<file path="src/rtl/alu_pkg.sv">
// Shared ALU opcode encodings and sequencer states, also used by the
// control unit's ALU-control decoder.
package alu_pkg;

    typedef enum logic [3:0] {
        OP_AND   = 4'b0000,
        OP_OR    = 4'b0001,
        OP_ADD   = 4'b0010,
        OP_SLL   = 4'b0100,
        OP_SRL   = 4'b0101,
        OP_SUB   = 4'b0110,
        OP_SLT   = 4'b0111,
        OP_MULTU = 4'b1000,
        OP_DIVU  = 4'b1001,
        OP_MFHI  = 4'b1010,
        OP_MFLO  = 4'b1011
    } op_e;

    typedef enum logic [1:0] {
        S_IDLE,
        S_MUL,
        S_DIV,
        S_DONE
    } state_e;

    function automatic logic is_muldiv(input logic [3:0] op);
        return (op == OP_MULTU) || (op == OP_DIVU);
    endfunction

endpackage

</file>
<file path="src/rtl/seq_muldiv.sv">
// Iterative unsigned shift-add multiplier / restoring divider, one step per cycle.
// hi/lo present the result of the step in progress so the final step lands directly in the caller.
module seq_muldiv #(
    parameter int WIDTH = 32,
    parameter int SHW   = $clog2(WIDTH)
) (
    input  logic             clk,
    input  logic             rst_n,
    input  logic             start,
    input  logic             is_div,
    input  logic [WIDTH-1:0] a,
    input  logic [WIDTH-1:0] b,
    output logic             done,
    output logic [WIDTH-1:0] hi,
    output logic [WIDTH-1:0] lo
);

    logic             busy;
    logic             div_q;
    logic [SHW-1:0]   cnt;
    logic [WIDTH-1:0] a_q;
    logic [WIDTH-1:0] hi_q;
    logic [WIDTH-1:0] lo_q;
    logic [WIDTH-1:0] hi_n;
    logic [WIDTH-1:0] lo_n;
    logic [WIDTH:0]   sum;
    logic [WIDTH:0]   shifted;
    logic [WIDTH:0]   diff;

    // Multiply: {hi,lo} is the product/multiplier pair, a_q the multiplicand.
    // Divide: hi is the partial remainder, lo the dividend/quotient, a_q the divisor.
    always_comb begin
        sum     = {1'b0, hi_q} + {1'b0, a_q};
        shifted = {hi_q, lo_q[WIDTH-1]};
        diff    = shifted - {1'b0, a_q};
        hi_n    = hi_q;
        lo_n    = lo_q;
        if (div_q) begin
            if (!diff[WIDTH]) begin
                hi_n = diff[WIDTH-1:0];
                lo_n = {lo_q[WIDTH-2:0], 1'b1};
            end else begin
                hi_n = shifted[WIDTH-1:0];
                lo_n = {lo_q[WIDTH-2:0], 1'b0};
            end
        end else if (lo_q[0]) begin
            {hi_n, lo_n} = {sum, lo_q[WIDTH-1:1]};
        end else begin
            {hi_n, lo_n} = {1'b0, hi_q, lo_q[WIDTH-1:1]};
        end
    end

    always_ff @(posedge clk or negedge rst_n) begin
        if (!rst_n) begin
            busy  <= 1'b0;
            div_q <= 1'b0;
            cnt   <= '0;
            a_q   <= '0;
            hi_q  <= '0;
            lo_q  <= '0;
        end else if (start) begin
            busy  <= 1'b1;
            div_q <= is_div;
            cnt   <= '0;
            a_q   <= is_div ? b : a;
            hi_q  <= '0;
            lo_q  <= is_div ? a : b;
        end else if (busy) begin
            hi_q <= hi_n;
            lo_q <= lo_n;
            cnt  <= cnt + 1'b1;
            if (cnt == SHW'(WIDTH - 1)) begin
                busy <= 1'b0;
            end
        end
    end

    assign done = busy && (cnt == SHW'(WIDTH - 1));
    assign hi   = hi_n;
    assign lo   = lo_n;

endmodule

</file>
<file path="src/rtl/seq_alu.sv">
// Sequential ALU: single-cycle ops complete at the accept edge; MULTU/DIVU run
// through seq_muldiv and write the HI/LO pair. Handshake: a request is taken on a rising edge with in_valid && in_ready.
module seq_alu
    import alu_pkg::*;
#(
    parameter int WIDTH = 32,
    parameter int SHW   = $clog2(WIDTH)
) (
    input  logic             clk,
    input  logic             rst_n,
    input  logic             in_valid,
    output logic             in_ready,
    input  logic [3:0]       op,
    input  logic [WIDTH-1:0] dataA,
    input  logic [WIDTH-1:0] dataB,
    input  logic [SHW-1:0]   shamt,
    output logic             out_valid,
    output logic [WIDTH-1:0] dataOut,
    output logic             zero
);

    state_e           state;
    state_e           state_next;
    logic             accept;
    logic             div_zero;
    logic             md_start;
    logic             md_is_div;
    logic             md_done;
    logic [WIDTH-1:0] md_hi;
    logic [WIDTH-1:0] md_lo;
    logic [WIDTH-1:0] hi_q;
    logic [WIDTH-1:0] lo_q;
    logic [WIDTH-1:0] alu_res;

    assign in_ready  = (state == S_IDLE);
    assign accept    = in_valid && in_ready;
    assign div_zero  = (dataB == '0);
    assign md_is_div = (op == OP_DIVU);
    assign md_start  = accept && ((op == OP_MULTU) || ((op == OP_DIVU) && !div_zero));

    seq_muldiv #(.WIDTH(WIDTH), .SHW(SHW)) u_muldiv (
        .clk    (clk),
        .rst_n  (rst_n),
        .start  (md_start),
        .is_div (md_is_div),
        .a      (dataA),
        .b      (dataB),
        .done   (md_done),
        .hi     (md_hi),
        .lo     (md_lo)
    );

    always_comb begin
        alu_res = '0;
        case (op_e'(op))
            OP_AND:  alu_res = dataA & dataB;
            OP_OR:   alu_res = dataA | dataB;
            OP_ADD:  alu_res = dataA + dataB;
            OP_SUB:  alu_res = dataA - dataB;
            OP_SLT:  alu_res = {{(WIDTH-1){1'b0}}, ($signed(dataA) < $signed(dataB))};
            OP_SLL:  alu_res = dataB << shamt;
            OP_SRL:  alu_res = dataB >> shamt;
            OP_MFHI: alu_res = hi_q;
            OP_MFLO: alu_res = lo_q;
            default: alu_res = '0;
        endcase
    end

    always_comb begin
        state_next = state;
        case (state)
            S_IDLE: begin
                if (accept && (op == OP_MULTU)) begin
                    state_next = S_MUL;
                end else if (accept && (op == OP_DIVU)) begin
                    state_next = div_zero ? S_DONE : S_DIV;
                end
            end
            S_MUL:   if (md_done) state_next = S_DONE;
            S_DIV:   if (md_done) state_next = S_DONE;
            S_DONE:  state_next = S_IDLE;
            default: state_next = S_IDLE;
        endcase
    end

    always_ff @(posedge clk or negedge rst_n) begin
        if (!rst_n) begin
            state <= S_IDLE;
        end else begin
            state <= state_next;
        end
    end

    // Results are written on the edge that enters DONE, so out_valid rises with it.
    always_ff @(posedge clk or negedge rst_n) begin
        if (!rst_n) begin
            hi_q      <= '0;
            lo_q      <= '0;
            dataOut   <= '0;
            zero      <= 1'b1;
            out_valid <= 1'b0;
        end else begin
            out_valid <= 1'b0;
            if (accept && !is_muldiv(op)) begin
                dataOut   <= alu_res;
                zero      <= (alu_res == '0);
                out_valid <= 1'b1;
            end else if (accept && (op == OP_DIVU) && div_zero) begin
                hi_q      <= dataA;
                lo_q      <= '1;
                dataOut   <= '1;
                zero      <= 1'b0;
                out_valid <= 1'b1;
            end else if (((state == S_MUL) || (state == S_DIV)) && md_done) begin
                hi_q      <= md_hi;
                lo_q      <= md_lo;
                dataOut   <= md_lo;
                zero      <= (md_lo == '0);
                out_valid <= 1'b1;
            end
        end
    end

endmodule
</file>
<file path="config.mk">
export PLATFORM = sky130hd
export DESIGN_NAME = seq_alu
export DESIGN_NICKNAME = d
export VERILOG_FILES = /design/src/rtl/alu_pkg.sv /design/src/rtl/seq_muldiv.sv /design/src/rtl/seq_alu.sv
export SDC_FILE = /design/constraint.sdc
export NUM_CORES = 1
export LEC_CHECK = 0
export BUFFER_PORTS_ARGS = -buffer_cell sky130_fd_sc_hd__buf_2
export CORE_AREA = 2 2 228 230
export CTS_CLUSTER_DIAMETER = 60
export DETAILED_ROUTE_END_ITERATION = 8
export DIE_AREA = 0 0 230 232
export PLACE_DENSITY = 0.74
export SYNTH_ARGS = -nofsm -noshare
export SYNTH_HDL_FRONTEND = slang
export SYNTH_HIERARCHICAL = 1
export SYNTH_SLANG_ARGS = --single-unit
</file>
<file path="constraint.sdc">
create_clock -name clk -period 8.3 [get_ports clk]
set_input_delay 0.83 -clock clk [delete_from_list [all_inputs] [get_ports clk]]
set_output_delay 0.83 -clock clk [all_outputs]
set_load 0.005 [all_outputs]
</file>
# Word-level counts from Yosys, hierarchy flattened
# Index checks and enable logic that the tools add are counted.
[classes]
order_cmp = 1
bitwise = 3
muxes = 34
n_addsub = 5
n_div = 0
eq_ne = 16
shift = 2
mul = 0
n_reduce_logical = 25
[op_table]
columns = ["op", "n"]
rows = [
  ["2-to-1 mux 32 bit", 16],
  ["case mux 32 bit (9 select lines)", 1],
  ["logical NOT 32 bit", 3],
  ["adder 32 x 32 -> 33 bit", 1],
  ["subtractor 33 x 32 -> 33 bit", 1],
  ["adder 32 bit", 1],
  ["bitwise AND 32 bit", 1],
  ["< comparator 32 bit", 1],
  ["OR 32 bit", 1],
  ["left shift 32 x 5 -> 32 bit", 1],
  [">> shifter 32 x 5 -> 32 bit", 1],
  ["subtractor 32 bit", 1],
  ["equality test 4 x 3 -> 1 bit (second input constant)", 4],
  ["equality test 4 bit (second input constant)", 4],
  ["2-to-1 mux 1 bit", 11],
  ["2-to-1 mux 5 bit", 2],
  ["logical AND 1 bit", 9],
  ["2-to-1 mux 2 bit", 3],
  ["case mux 2 bit (3 select lines)", 1],
  ["adder 5 x 1 -> 5 bit (second input constant)", 1],
  ["equality test 5 bit (second input constant)", 1],
  ["equality test 2 bit (second input constant)", 2],
  ["equality test 4 x 1 -> 1 bit (second input constant)", 1],
  ["equality test 4 x 2 -> 1 bit (second input constant)", 1],
  ["12 further kinds", 17],
]
[word_totals]
latchBits = 0
word_cells = 98
ramBits = 0
memories = 0
ff_bits = 203
mem_bits_ro = 0

# Logic depth before layout (Yosys ltp)
[depth]
ltp_word = 7
ltp_mapped = 18

# Modules after synthesis
# The synthesis kept the hierarchy.
[modules_own_cells]
columns = ["module", "area_per_inst_um2", "seq_area_each_um2", "instances", "cells_each"]
rows = [
  ["seq_alu", 15210.8, 2503.7, 1, 1991],
  ["seq_muldiv", 9917.0, 2577.5, 1, 1229],
]

# Worst setup path after synthesis
# No wires, ideal clock.
[synth_timing]
path_kind = "input-to-reg"
startpoint = "input dataB[4]"
endpoint = "register zero"
t_arrival_ps = 3844
setup_ps = 97
n_path_buf = 2
slack_ps = 4358
stages = 15
path_cell_list = "clkbuf_1 > inv_1 > ha_1 > buf_2 > nor2b_1 > nor4_1 > a21oi_1 > a41oi_1 > a22oi_1 > or4_4 > nor4b_2 > nand4_1 > and4bb_1 > nand4_1 > o41ai_2"
[synth_between]
elab_chain_len = 4
word_cells_on_any_way = 14
classes_between = "add/sub (2); order compare (1); shift (2); mux (3); bitwise (2); reduce/logical (4)"
[synth_rtl]
columns = ["item", "line", "text"]
rows = [
  ["start: declaration", "seq_alu.sv:15", "input logic [WIDTH-1:0] dataB,"],
  ["subtractor 32 bit, or another cell as far along", "seq_alu.sv:59", "OP_SUB: alu_res = dataA - dataB;"],
  ["case mux 32 bit (9 select lines) / logical AND 1 bit (equally long branches)", "seq_alu.sv:55, seq_alu.sv:108", ""],
  ["logical NOT 32 bit / 2-to-1 mux 1 bit (equally long branches)", "seq_alu.sv:106, seq_alu.sv:108", ""],
  ["2-to-1 mux 1 bit", "seq_alu.sv:104", "if (accept && !is_muldiv(op)) begin"],
  ["end signal: assignment", "seq_alu.sv:106", "zero <= (alu_res == '0);"],
  ["end signal: assignment", "seq_alu.sv:118", "zero <= (md_lo == '0);"],
  ["end: declaration", "seq_alu.sv:19", "output logic zero"],
]
# Several ways; a longest one is shown, not always the timed one.
# A chain may end at the register's enable or synchronous reset.

# Worst setup path after layout
[layout_timing]
startpoint = "input dataB[10]"
endpoint = "register zero"
# Same word-level chain as after synthesis.

==> out/summary.txt <==
YOSYS
--------------------------------------------------------------------------------
Share of synthesized area occupied by flip-flops and latches               20.2%
Number of nets in the synthesized netlist                                   3466
Synth Area per Inst                                                   7.80 sq um
FF+latch count, synth                                                        203
Ys flop type                                                             dfrtp_1
Ys async rst share                                                          100%
Number of enable-type register cells in the synthesized netlist                0
Count of yosys warnings during synthesis                                       6
Post-synth cell types                                                        107
Post-Synthesis Cells                                                        3220
Post-synth design cell area                                         0.0251 sq mm

FLOORPLANNING
--------------------------------------------------------------------------------
Count of standard-cell rows                                                   83
I/O pins                                                                     111
Die Height                                                           232 microns
Horiz. Die Dim                                                       230 microns
Overall die area                                                    0.0534 sq mm
Starting density of the core                                               49.4%
Core area                                                           0.0509 sq mm

GRT
--------------------------------------------------------------------------------
Overall track demand over capacity in global routing                       38.9%
Wire length of the first global-routing pass                        159000 microns
Congestion Overflow GR                                                         0
Number of antenna violations at the first check in global routing              3
Vias in the first global route                                             24600
Maximum number of pins on one net before global-route repair                 129

WORST SETUP PATH
--------------------------------------------------------------------------------
Slowest stage cell on the critical path                                   nor4_1
Peak per-stage delay on the critical path                                0.74 ns
Biggest fanout along the worst timing path                                    16
Critical path data arrival time                                          5.43 ns
Chain of cells forming the critical path                            buf_2 -> inv_1 -> ha_1 -> nor4_1 -> nand2_1 -> a21oi_1 -> nor2_1 -> a221o_1 -> o21ai_0 -> o2111ai_1 -> nor4_1 -> and4bb_1 -> nand4_1 -> o41ai_2
Setup CP Type                                                             in2reg
Buf/Inv on CP                                                                  2
Critical path depth                                                           14
Family with the most delay on the worst path                        simple AND/OR/NAND/NOR gates
Startpoint types                                                    primary input
Cell type with the highest occurrence count on the critical path          nor4_1
Number of cells on the worst reg-to-reg path                                  14
Required time of the critical path                                       8.73 ns
Critical path endpoint category                                         register

DRT
--------------------------------------------------------------------------------
Drt initial violations                                                      3992
Routed vias                                                                26700
DRT antenna net count                                                          0
Total Routed Length                                                 107000 microns
Via density per instance                                                    6.94
Wire length per cell after detailed routing                         27.8 microns
DRT Pass-1 Iters                                                               6
Number of remaining DRC errors                                                 0

OUTCOME
--------------------------------------------------------------------------------
Violated checks                                                     capacitance limit
Result of the run                                                   finished with violations

POWER AND IR DROP
--------------------------------------------------------------------------------
Total chip power                                                         9.26 mW
Worst supply voltage drop on vdd                                          240 uV
Leakage power of the design                                              11.9 nW
Power per standard cell area                                         350 mW/mm^2

CLOCK NETWORK
--------------------------------------------------------------------------------
Number of CTS-inserted buffers                                                22
Clock latency reported for the late side of the worst-skew pair          0.53 ns
Clock-pin slew on the worst setup and hold paths                         0.06 ns
Buffer type at the clock tree root                                     clkbuf_16
Clock tree from TritonCTS                                                    yes
Buffers inserted during post-CTS setup optimization                            0
Post-cts hold buffer count                                                     0
Number of sinks driven by the clock tree                                     203
Post-cts resize count                                                          0
Largest buffer count on any clock path                                         3
H-tree levels                                                                  1

PLACEMENT
--------------------------------------------------------------------------------
Count of port buffers added during placement                                 110
Gp weighted congestion                                                      1.07
Total cell area at the placement stage                              0.0258 sq mm
Post-DP HPWL                                                        79900 microns

TIMING
--------------------------------------------------------------------------------
Hold Fails Final Rpt                                                           0
Setup Viol. Count Final                                                        0
Highest attainable clock frequency                                     0.200 GHz
Setup repair after global routing missed its margin                           no
Relative slew slack                                                       0.535%
Final Max Tran Viols                                                           0
Worst-Margin Slew                                                        1.48 ns
Summed negative setup slack over all endpoints                              0 ns
Clock skew after layout                                                0.0176 ns
Time the final worst path needs with I/O delays and setup                4.99 ns
Final cycle utilization of the critical path                               60.1%

CELLS AND AREA
--------------------------------------------------------------------------------
# nets final                                                                3392
Non-Filler Cell Area, Final                                         0.0265 sq mm
Fraction of layout cells with a size suffix above 1                        10.9%
Post-route core utilization                                                52.0%
Final-layout fill cell count                                                4960
Area grow syn2layout                                                       5.39%

FLOW RUN
--------------------------------------------------------------------------------
Max-cap violation count                                                        1

WORST HOLD PATH
--------------------------------------------------------------------------------
Worst min path class                                                    in2async

## state kept, by name, indices dropped and copies added, names as in the netlist
name            cells
u_muldiv/cnt        5
u_muldiv/lo_q      32
state               2
u_muldiv/a_q       32
lo_q               32
dataOut            32
hi_q               32
out_valid           1
u_muldiv/hi_q      32
zero                1
u_muldiv/div_q      1
u_muldiv/busy       1
## kinds of logic (layout without fill, tap and decap cells)
family | after synthesis | count (layout) | share of synthesized area (%)
AO/OA/AOI/OAI | 1012 | 1012 | 26.4
AND/OR/NAND/NOR | 998 | 998 | 18.9
buffers and inverters | 417 | 356 | 7.01
multiplexers | 353 | 353 | 16.5
flip-flops | 203 | 203 | 20.2
adder cells (fa/ha/maj) | 170 | 170 | 8.58
XOR/XNOR | 67 | 67 | 2.34
other | 0 | 1 | 0
## through the flow
| stage | hold WS [ns] | setup WS, ns | cells |
|---|---|---|---|
| after floorplan | 0.438 | 4.36 | 3220 |
| after global placement | 0.461 | 3.03 | 3802 |
| after detailed placement | 0.470 | 2.95 | 3802 |
| after CTS | 0.364 | 3.49 | 3839 |
| after global routing | 0.389 | 3.22 | 3839 |
| final | 0.333 | 3.31 | 3840 |
## synth_stat cells (all sizes together), types with 24 or more instances
library cell    n  area share (%)
clkbuf        159             2.4
nor3           56             1.1
xnor2          44             1.5
o21ai         231             4.6
mux4           45             4.0
or3            46             1.2
ha            166             8.3
dfrtp         202              20
and3           57             1.4
nor2          336             5.0
o211ai         35             1.1
mux2           41             1.9
o22ai          31            0.77
nand2b         36            0.90
a21o           58             1.7
buf            90             2.1
a211oi         61             1.9
nand2         250             3.8
a31oi          62             1.5
nor2b          32            0.80
mux2i         267              11
nand4          24            0.60
inv           164             2.4
nor4           38             1.0
a21oi         271             5.5
nand3          57             1.1
## layout by cell type (no fill, tap or decap), types with 40 or more instances in the layout
cell type and instances:
a211oi_1 58, a21o_1 58, a21oi_1 266, a31oi_1 62, and3_1 57, buf_2 106
buf_4 44, dfrtp_1 200, ha_1 166, inv_1 163, mux2_2 40, mux2i_1 266
mux4_2 45, nand2_1 246, nand3_1 55, nor2_1 332, nor3_1 54, o21ai_0 216
or3_1 45, xnor2_1 44
## layer usage
metal / vias to the layer above / track usage, % / part of all wire [%]
met5: - / 0 / 0.010
met1: 12800 / 55.1 / 41
met3: 339 / 10.1 / 13
li1: 11800 / - / -
met4: 2 / 18.1 / 5.7
met2: 1807 / 54.9 / 40
## final cells by class
cell class / count / area [sq um] / share of cell area (%)
diodes: 1 / 2.50 / 0.00945
clock buffers: 29 / 618 / 2.33
clock inverters: 8 / 78.8 / 0.298
inverters: 168 / 631 / 2.38
multi-input cells: 2600 / 18300 / 69.3
flip-flops and latches: 203 / 5080 / 19.2
well taps: 680 / 851 / 3.21
repair buffers: 151 / 876 / 3.31
## where the power goes
part | switching, mW | internal (mW) | total, mW
combinational | 3.88 | 2.54 | 6.42
sequential | 0.470 | 1.40 | 1.87
clock | 0.421 | 0.555 | 0.976
## path summary, 6_finish.rpt
path                                    from                end  slack, ns
setup / recovery                   dataB[10]               zero       3.31
max in group asynchronous              rst_n     u_muldiv/div_q       6.51
hold reg to reg                      lo_q[0]            lo_q[0]       0.48
hold / removal                         rst_n  u_muldiv/hi_q[27]       0.33
min in group clk                     lo_q[0]            lo_q[0]       0.48
setup reg to reg           u_muldiv/lo_q[31]         dataOut[0]       3.48
(Power assumes the default switching activity.)
